$ cat config.mk
export PLATFORM = sky130hd
export DESIGN_NAME = axis_stall_persistence_monitor
export DESIGN_NICKNAME = d
export VERILOG_FILES = /design/src/rtl/deadlock_monitor_pkg.sv /design/src/rtl/stall_vector_qualifier.sv /design/src/rtl/axis_stall_persistence_monitor.sv
export SDC_FILE = /design/constraint.sdc
export NUM_CORES = 1
export LEC_CHECK = 0
export CORE_AREA = 2 2 63 65
export DETAILED_ROUTE_END_ITERATION = 6
export DIE_AREA = 0 0 65 67
export GPL_TIMING_DRIVEN = 0
export PLACE_DENSITY = 0.68
export SETUP_SLACK_MARGIN = 0.05
export SLEW_MARGIN = 10
export SYNTH_ARGS = -nofsm -noshare
export SYNTH_HDL_FRONTEND = slang
export SYNTH_HIERARCHICAL = 1
export SYNTH_SLANG_ARGS = --single-unit
$ cat constraint.sdc
create_clock -name clock -period 5.2 [get_ports clock]
set_clock_uncertainty 0.2 [all_clocks]
set_input_delay 0.52 -clock clock [delete_from_list [all_inputs] [get_ports clock]]
set_output_delay 0.52 -clock clock [all_outputs]
set_load 0.02 [all_outputs]
$ cat src/rtl/deadlock_monitor_pkg.sv
// ============================================================================
// Module : deadlock_monitor_pkg
// Brief  : Shared state encoding and constants for the AXIS stall monitor.
// Rev    : 1.0 - initial release
// ============================================================================
`default_nettype none

package deadlock_monitor_pkg;

  typedef enum logic [1:0] {
    IDLE     = 2'd0,
    SUSPECT  = 2'd1,
    DEADLOCK = 2'd2
  } monitor_state_e;

  localparam int C_DEFAULT_THRESH = 1024;

  // Channel k is owned by the instance whose idle flag sits at bit k+1.
  localparam int C_IDLE_IDX_OFFSET = 1;

endpackage

`default_nettype wire

$ cat src/rtl/stall_vector_qualifier.sv
// ============================================================================
// Module : stall_vector_qualifier
// Brief  : Idle-gates the channel block vector, registers it once and flags
//          progress when a previously stalled channel releases.
// Rev    : 1.0 - initial release
// ============================================================================
`default_nettype none

module stall_vector_qualifier
  import deadlock_monitor_pkg::*;
#(
  parameter int N_AXIS     = 3,
  parameter int N_INST_BLK = 1
) (
  input  logic                  clock,
  input  logic                  reset_n,
  input  logic [N_AXIS-1:0]     axis_block_sigs,
  input  logic [N_AXIS:0]       inst_idle_sigs,
  input  logic [N_INST_BLK-1:0] inst_block_sigs,
  output logic [N_AXIS-1:0]     stall_q,
  output logic                  inst_q,
  output logic                  active,
  output logic                  progress
);

  logic [N_AXIS-1:0] w_stall_raw;
  logic [N_AXIS-1:0] r_stall_q;
  logic [N_AXIS-1:0] r_stall_prev;
  logic              r_inst_q;
  logic              w_unused_top_idle;

  assign w_unused_top_idle = inst_idle_sigs[0];

  generate
    for (genvar k = 0; k < N_AXIS; k++) begin : g_idle_gate
      assign w_stall_raw[k] = axis_block_sigs[k] & ~inst_idle_sigs[k + C_IDLE_IDX_OFFSET];
    end
  endgenerate

  always_ff @(posedge clock or negedge reset_n) begin
    if (!reset_n) begin
      r_stall_q    <= '0;
      r_stall_prev <= '0;
      r_inst_q     <= 1'b0;
    end else begin
      r_stall_q    <= w_stall_raw;
      r_stall_prev <= r_stall_q;
      r_inst_q     <= |inst_block_sigs;
    end
  end

  assign stall_q  = r_stall_q;
  assign inst_q   = r_inst_q;
  assign active   = (|r_stall_q) | r_inst_q;
  // Only a release counts; channels joining the stall set are not progress.
  assign progress = |(r_stall_prev & ~r_stall_q);

endmodule

`default_nettype wire

$ cat src/rtl/axis_stall_persistence_monitor.sv
// ============================================================================
// Module : axis_stall_persistence_monitor
// Brief  : Declares a sticky deadlock once a no-progress stall persists for
//          THRESH cycles, freezing the contributing channel snapshot.
// Rev    : 1.0 - initial release
// ============================================================================
`default_nettype none

module axis_stall_persistence_monitor
  import deadlock_monitor_pkg::*;
#(
  parameter int N_AXIS     = 3,
  parameter int N_INST_BLK = 1,
  parameter int THRESH     = C_DEFAULT_THRESH,
  parameter int CNT_W      = 16
) (
  input  logic                  clock,
  input  logic                  reset_n,
  input  logic [N_AXIS-1:0]     axis_block_sigs,
  input  logic [N_AXIS:0]       inst_idle_sigs,
  input  logic [N_INST_BLK-1:0] inst_block_sigs,
  input  logic                  clear,
  output logic                  block,
  output logic [N_AXIS-1:0]     block_mask,
  output logic                  inst_block_hit,
  output logic [CNT_W-1:0]      stall_cnt,
  output logic                  suspect
);

  localparam logic [CNT_W-1:0] C_CNT_ONE  = CNT_W'(1);
  localparam logic [CNT_W-1:0] C_CNT_LAST = CNT_W'(THRESH - 1);
  localparam logic [CNT_W-1:0] C_CNT_FULL = CNT_W'(THRESH);

  logic [N_AXIS-1:0] w_stall_q;
  logic              w_inst_q;
  logic              w_active;
  logic              w_progress;

  monitor_state_e    r_state;
  logic [CNT_W-1:0]  r_cnt;
  logic              r_block;
  logic [N_AXIS-1:0] r_block_mask;
  logic              r_inst_block_hit;

  stall_vector_qualifier #(
    .N_AXIS     (N_AXIS),
    .N_INST_BLK (N_INST_BLK)
  ) u_qualifier (
    .clock           (clock),
    .reset_n         (reset_n),
    .axis_block_sigs (axis_block_sigs),
    .inst_idle_sigs  (inst_idle_sigs),
    .inst_block_sigs (inst_block_sigs),
    .stall_q         (w_stall_q),
    .inst_q          (w_inst_q),
    .active          (w_active),
    .progress        (w_progress)
  );

  always_ff @(posedge clock or negedge reset_n) begin
    if (!reset_n) begin
      r_state          <= IDLE;
      r_cnt            <= '0;
      r_block          <= 1'b0;
      r_block_mask     <= '0;
      r_inst_block_hit <= 1'b0;
    end else if (clear) begin
      // Re-arm takes priority over any detection landing on the same edge.
      r_state          <= IDLE;
      r_cnt            <= '0;
      r_block          <= 1'b0;
      r_block_mask     <= '0;
      r_inst_block_hit <= 1'b0;
    end else begin
      case (r_state)
        IDLE: begin
          if (w_active) begin
            r_state <= SUSPECT;
            r_cnt   <= C_CNT_ONE;
          end
        end
        SUSPECT: begin
          if (!w_active) begin
            r_state <= IDLE;
            r_cnt   <= '0;
          end else if (w_progress) begin
            r_cnt <= C_CNT_ONE;
          end else if (r_cnt == C_CNT_LAST) begin
            r_state          <= DEADLOCK;
            r_cnt            <= C_CNT_FULL;
            r_block          <= 1'b1;
            r_block_mask     <= w_stall_q;
            r_inst_block_hit <= w_inst_q;
          end else begin
            r_cnt <= r_cnt + C_CNT_ONE;
          end
        end
        DEADLOCK: begin
          r_state <= DEADLOCK;
        end
        default: begin
          r_state <= IDLE;
          r_cnt   <= '0;
        end
      endcase
    end
  end

  assign block          = r_block;
  assign block_mask     = r_block_mask;
  assign inst_block_hit = r_inst_block_hit;
  assign stall_cnt      = r_cnt;
  assign suspect        = (r_state == SUSPECT);

endmodule

`default_nettype wire

==> results of run 1 <==
==> how the worst max path moves through the flow <==
stage / startpoint / endpoint / slack [ps] / cells past startpoint
2_1_floorplan: u_qualifier/stall_q[2] / stall_cnt[11] / 3150 / 6
3_3_place_gp: clear / stall_cnt[12] / 2640 / 6
3_5_place_dp: clear / stall_cnt[11] / 2590 / 6
4_1_cts: u_qualifier/stall_q[2] / stall_cnt[11] / 2720 / 6
5_1_grt: u_qualifier/stall_q[2] / stall_cnt[11] / 2590 / 6
6_report: u_qualifier/stall_q[2] / stall_cnt[11] / 2720 / 6
==> logic make-up after synthesis <==
family	after synthesis	synth area share, %
simple gates	83	28.9
compound gates	39	17.9
flops	30	48.5
buf+inv	11	3.23
mux	1	0.647
fa+ha+maj	1	0.808
==> layer usage <==
layer  global-route usage (%)  up-vias  wire, µm
met5                        0        -         0
met4                     8.51        0        54
met2                     30.4       34      1750
met1                     26.8      693      1780
li1                         -      701         -
met3                     6.08        6       181
==> stage by stage <==
stage               cell area, µm²  instances  setup WS, ps  total power [mW]  hold WS, ps
floorplan                     1550        165          3150             0.262         24.4
global placement              1920        244          2640             0.282          217
detailed placement            1910        244          2590             0.282          219
CTS                           2030        251          2720             0.522         96.4
global route                  2030        251          2590             0.535          131
finish                        2030        251          2720             0.518         71.3
==> state kept, by name (all words and copies together) (netlist names) <==
register / count
stall_cnt: 16
block_mask: 3
u_qualifier/r_stall_prev: 3
u_qualifier/stall_q: 3
r_state: 2
block: 1
inst_block_hit: 1
u_qualifier/inst_q: 1
==> placed cells by master (no fill, tap or decap), types with 2 or more instances in the layout <==
cell type,instances
a211oi_1,2
a21o_1,3
a21oi_1,9
and3_1,3
and4_1,2
buf_2,2
buf_4,2
clkbuf_1,3
clkbuf_8,6
clkdlybuf4s50_1,30
dfrtp_1,30
inv_1,5
nand2_1,23
nand2b_1,2
nand3_1,17
nand3b_1,2
nand4_1,4
nor2_1,7
nor2b_1,4
nor3_1,4
o2111ai_1,4
o211ai_1,3
o21ai_0,6
o311ai_0,7
or3_1,3
or4_1,5
==> cell type report <==
class / instances / area, µm² / share of cell area, %
Timing Repair Buffer: 31 / 305 / 15.1
Inverter: 5 / 18.8 / 0.926
Multi-Input combinational cell: 124 / 747 / 36.9
Buffer: 6 / 31.3 / 1.54
Clock buffer: 6 / 82.6 / 4.08
Sequential cell: 30 / 751 / 37.1
Tap cell: 48 / 60.1 / 2.96
Clock inverter: 1 / 30.0 / 1.48
==> worst max-delay path: stages, from the launching register on <==
cell	delay [ps]
dfrtp_1	410
or4_1	580
nor2b_1	190
nor3_1	530
buf_4	300
nand2_1	60
o311ai_0	90
==> where the power goes <==
group          internal [mW]  switching, mW  total [mW]
Combinational         0.0153         0.0208      0.0361
Sequential             0.238        0.00386       0.242
Clock                  0.153         0.0867       0.240
==> results.json, run 1 <==
{
  "synthTopCellsByArea": "dfrtp_1 49%, nand2_1 5.6%, nand3_1 5.5%, o311ai_0 4.0%, a21oi_1 2.9%",
  "hold_path.class": "primary input to asynchronous set/reset pin",
  "antenna_left": 0,
  "dieHeight_um": 67,
  "drive_gt1_share_pct": 8.87,
  "async_flop_share_pct": 100,
  "grt_max_degree": 31,
  "cts_root_buf": "clkbuf_8",
  "die_area_um2": 4360,
  "post-route-util_pct": 56.2,
  "crit_fanout": 10,
  "cts_max_path_buffers": 2,
  "synth_enable_flop_cells": 0,
  "synth_area_leader_cell": "dfrtp_1",
  "ys_types": 38,
  "fin_crit_ps": 2480,
  "synth_area_um2": 1550,
  "cts_hold_buf": 0,
  "num_vias": 1434,
  "overflow": 0,
  "routed_via_density": 5.71,
  "fin_crit_sh_pct": 47.7,
  "place_congestion": 0.938,
  "power.density_nw_per_um2": 255,
  "diodes": 0,
  "nNetsFinal": 215,
  "r2r_cells": 6,
  "timing.rr.start": "u_qualifier/stall_q[2]",
  "ys_seq_area_share_pct": 48.5,
  "drv_slew": 0,
  "drt_iter0_markers": 92,
  "r2r_end": "stall_cnt[11]",
  "ios": 33,
  "layout-area-overhead-vs-synth_pct": 30.9,
  "fillers": 343,
  "tns_ps": 0,
  "rows": 22,
  "start_util_pct": 42.9,
  "insertion_delay_ps": 280,
  "yosysMostFrequentCell": "dfrtp_1",
  "rsz0062_at_grt": "false",
  "worstMarginPinSlew_ps": 671,
  "reg2reg_slack_ps": 2720,
  "wirelength_um": 3760,
  "synth_warnings": 6,
  "hpwl_um": 2660,
  "fmax_mhz": 403,
  "firstDrtPassIters": 6,
  "critical_path_class": "flip-flop to flip-flop",
  "synth_nets": 177,
  "tritoncts": "built",
  "io_buffers": 31,
  "synth_ff_type": "dfrtp_1",
  "synth_area_per_cell_um2": 9.38,
  "cts_resized": 0,
  "p_leak_nw": 0.829,
  "grt_pass1_wl_um": 6560,
  "postCtsSetupBuffers": 0,
  "drv_cap": 0,
  "cts_buffers": 5,
  "peakVddDrop_uv": 152,
  "path_clk_slew_ps": 60,
  "netlist.area_leader.share_pct": 48.5,
  "grt_pass1_vias": 1378,
  "startpoint_type": "flip-flop",
  "die_x_um": 65,
  "crit_required_ps": 5170,
  "setup_violations": 0,
  "ys_ff_latch": 30,
  "slew_headroom_pct": 54.9,
  "netlist_top_cells_count": "30 x dfrtp_1, 23 x nand2_1, 17 x nand3_1",
  "h-tree-depth": 2,
  "core-area_um2": 3610,
  "hold_viol_final": 0,
  "grt_use_total_pct": 20.2,
  "syn_inst": 165,
  "crit_arrival_ps": 2450,
  "cts_num_sinks": 30,
  "status": "finished clean",
  "critPathCaptureType": "flip-flop",
  "antenna_found_initial": 0,
  "drc": 0,
  "wl_per_cell_um": 15.0
}
No activity file was read; power rests on OpenSTA's default activity.
==> run 2: changes to the inputs <==
Settings changed: PLACE_DENSITY 0.68 to 0.71.
Clock period 5.2 ns to 2.2 ns, I/O delays scaled along.
==> run 2 against run 1 <==
Critical path depth unchanged. Die area unchanged. First-iteration DRC count up 39%. Power up 120%. Sequential power up 140%. Via count up 4.3%. Sequential cell count unchanged. Largest power group unchanged. Highest routed layer unchanged.
==> results.json, run 2 (synthesis gave the netlist of run 1 again) <==
{
  "wl_per_cell_um": 15.7,
  "worstMarginPinSlew_ps": 674,
  "status": "finished clean",
  "nNetsFinal": 220,
  "firstDrtPassIters": 4,
  "p_leak_nw": 0.876,
  "hold_viol_final": 0,
  "power.density_nw_per_um2": 538,
  "dpl_cell_area_um2": 1910,
  "insertion_delay_ps": 280,
  "setup_slack_ps": 113,
  "switching_share_pct": 24.0,
  "peakVddDrop_uv": 422,
  "routed_via_density": 5.82,
  "most-common-layout-cells": "30 x dfrtp_1, 30 x clkdlybuf4s50_1, 23 x nand2_1, 17 x nand3_1, 9 x a21oi_1",
  "start_util_pct": 42.9,
  "slew_headroom_pct": 55.1,
  "fin_crit_sh_pct": 94.9,
  "h-tree-depth": 2,
  "critical_path_class": "flip-flop to flip-flop",
  "post-place-ws_ps": -259,
  "fin_cells": 257,
  "p_int_mw": 0.863,
  "fin_area_um2": 2110,
  "placed_cells": 244,
  "drv_cap": 0,
  "fmax_mhz": 479,
  "place_congestion": 0.937,
  "diodes": 0,
  "whs_ps": 172,
  "grt_use_total_pct": 20.5,
  "rsz0062_at_grt": "true",
  "largest_reg_flops": 16,
  "critPathCaptureType": "flip-flop",
  "setup_violations": 0,
  "ios": 33,
  "core-area_um2": 3610,
  "io_buffers": 31,
  "grt_pass1_wl_um": 6770,
  "dieHeight_um": 67,
  "die_x_um": 65,
  "crit_arrival_ps": 2080,
  "grt_max_degree": 31,
  "antenna_left": 0,
  "cts_buffers": 5,
  "post-route-util_pct": 58.5,
  "startpoint_type": "flip-flop",
  "drv_slew": 0,
  "drc": 0,
  "overflow": 0,
  "hpwl_um": 2810,
  "fin_crit_ps": 2090,
  "crit_fanout": 5,
  "num_vias": 1496,
  "cts_num_sinks": 30,
  "combPwrFrac_pct": 9.2,
  "wirelength_um": 4040,
  "die_area_um2": 4360,
  "crit_required_ps": 2200,
  "drt_iter0_markers": 128,
  "cts_root_buf": "clkbuf_8",
  "p_seq_share_pct": 50.4,
  "hold_path.class": "primary input to flip-flop",
  "layout-area-overhead-vs-synth_pct": 36.4,
  "rows": 22,
  "path_clk_slew_ps": 60,
  "power.share.clock_pct": 40.4,
  "p_switching_mw": 0.273,
  "cts_max_path_buffers": 2,
  "drive_gt1_share_pct": 14.8,
  "grt_pass1_vias": 1464,
  "tritoncts": "built",
  "antenna_found_initial": 0
}
## run 2: critical path: stages (launching register included)
cell	delay, ps
dfrtp_1	420
or4_4	570
nor2b_4	160
nor3_4	300
buf_4	210
nand2_1	50
o21ai_0	80
## run 2: through the flow
step	TNS, ps	power [mW]
after CTS	0	1.14
after global placement	-1700	0.665
final	0	1.14
after floorplan	0	0.620
after detailed placement	-1940	0.667
after global routing	0	1.19
## run 2: area by class of cell
cell class	instances	area (µm²)
Multi-Input combinational cell	124	801
Sequential cell	30	751
Timing Repair Buffer	38	360
Fill cell	332	1500
Buffer	4	28.8
Clock buffer	7	86.3
Tap cell	48	60.1
Clock inverter	1	5.00
Inverter	5	18.8
## run 2: power by group through the flow
| stage | clock, mW | combinational [mW] | sequential (mW) |
|---|---|---|---|
| 2_1_floorplan | 0 | 0.0388 | 0.582 |
| 3_3_place_gp | 0 | 0.0845 | 0.581 |
| 3_5_place_dp | 0 | 0.0858 | 0.581 |
| 4_1_cts | 0.471 | 0.0949 | 0.572 |
| 5_1_grt | 0.497 | 0.115 | 0.573 |
| 6_report | 0.458 | 0.105 | 0.573 |
## run 2: final timing paths
path                       slack (ps)  depth (start not counted)                   start                     endpoint
min reg2reg                       250                          0  u_qualifier/stall_q[0]  u_qualifier/r_stall_prev[0]
max in group asynchronous        1060                          2                 reset_n                block_mask[1]
max                               110                          6  u_qualifier/stall_q[2]                 stall_cnt[1]
min in group asynchronous         310                          2                 reset_n                 stall_cnt[7]
max reg2reg                       110                          6  u_qualifier/stall_q[2]                 stall_cnt[1]
min                               170                          1         inst_block_sigs           u_qualifier/inst_q
## run 2: repair_timing
action / in CTS / in global routing
hold buffers: 1 / 0
endpoints found under the hold margin: 30 / 0
gates resized for setup: 4 / 13
buffers inserted: 2 / 3
endpoints found under the setup margin: 13 / 20
gates cloned: 0 / 1
pin swaps: 0 / 3
## run 2: layer usage
layer	global-route usage (%)	share of wire, %	vias to the layer above
li1	-	-	712
met1	24.1	42	727
met2	35.8	50	49
met3	6.08	6.2	8
met4	6.38	1.4	0
met5	0	0	-
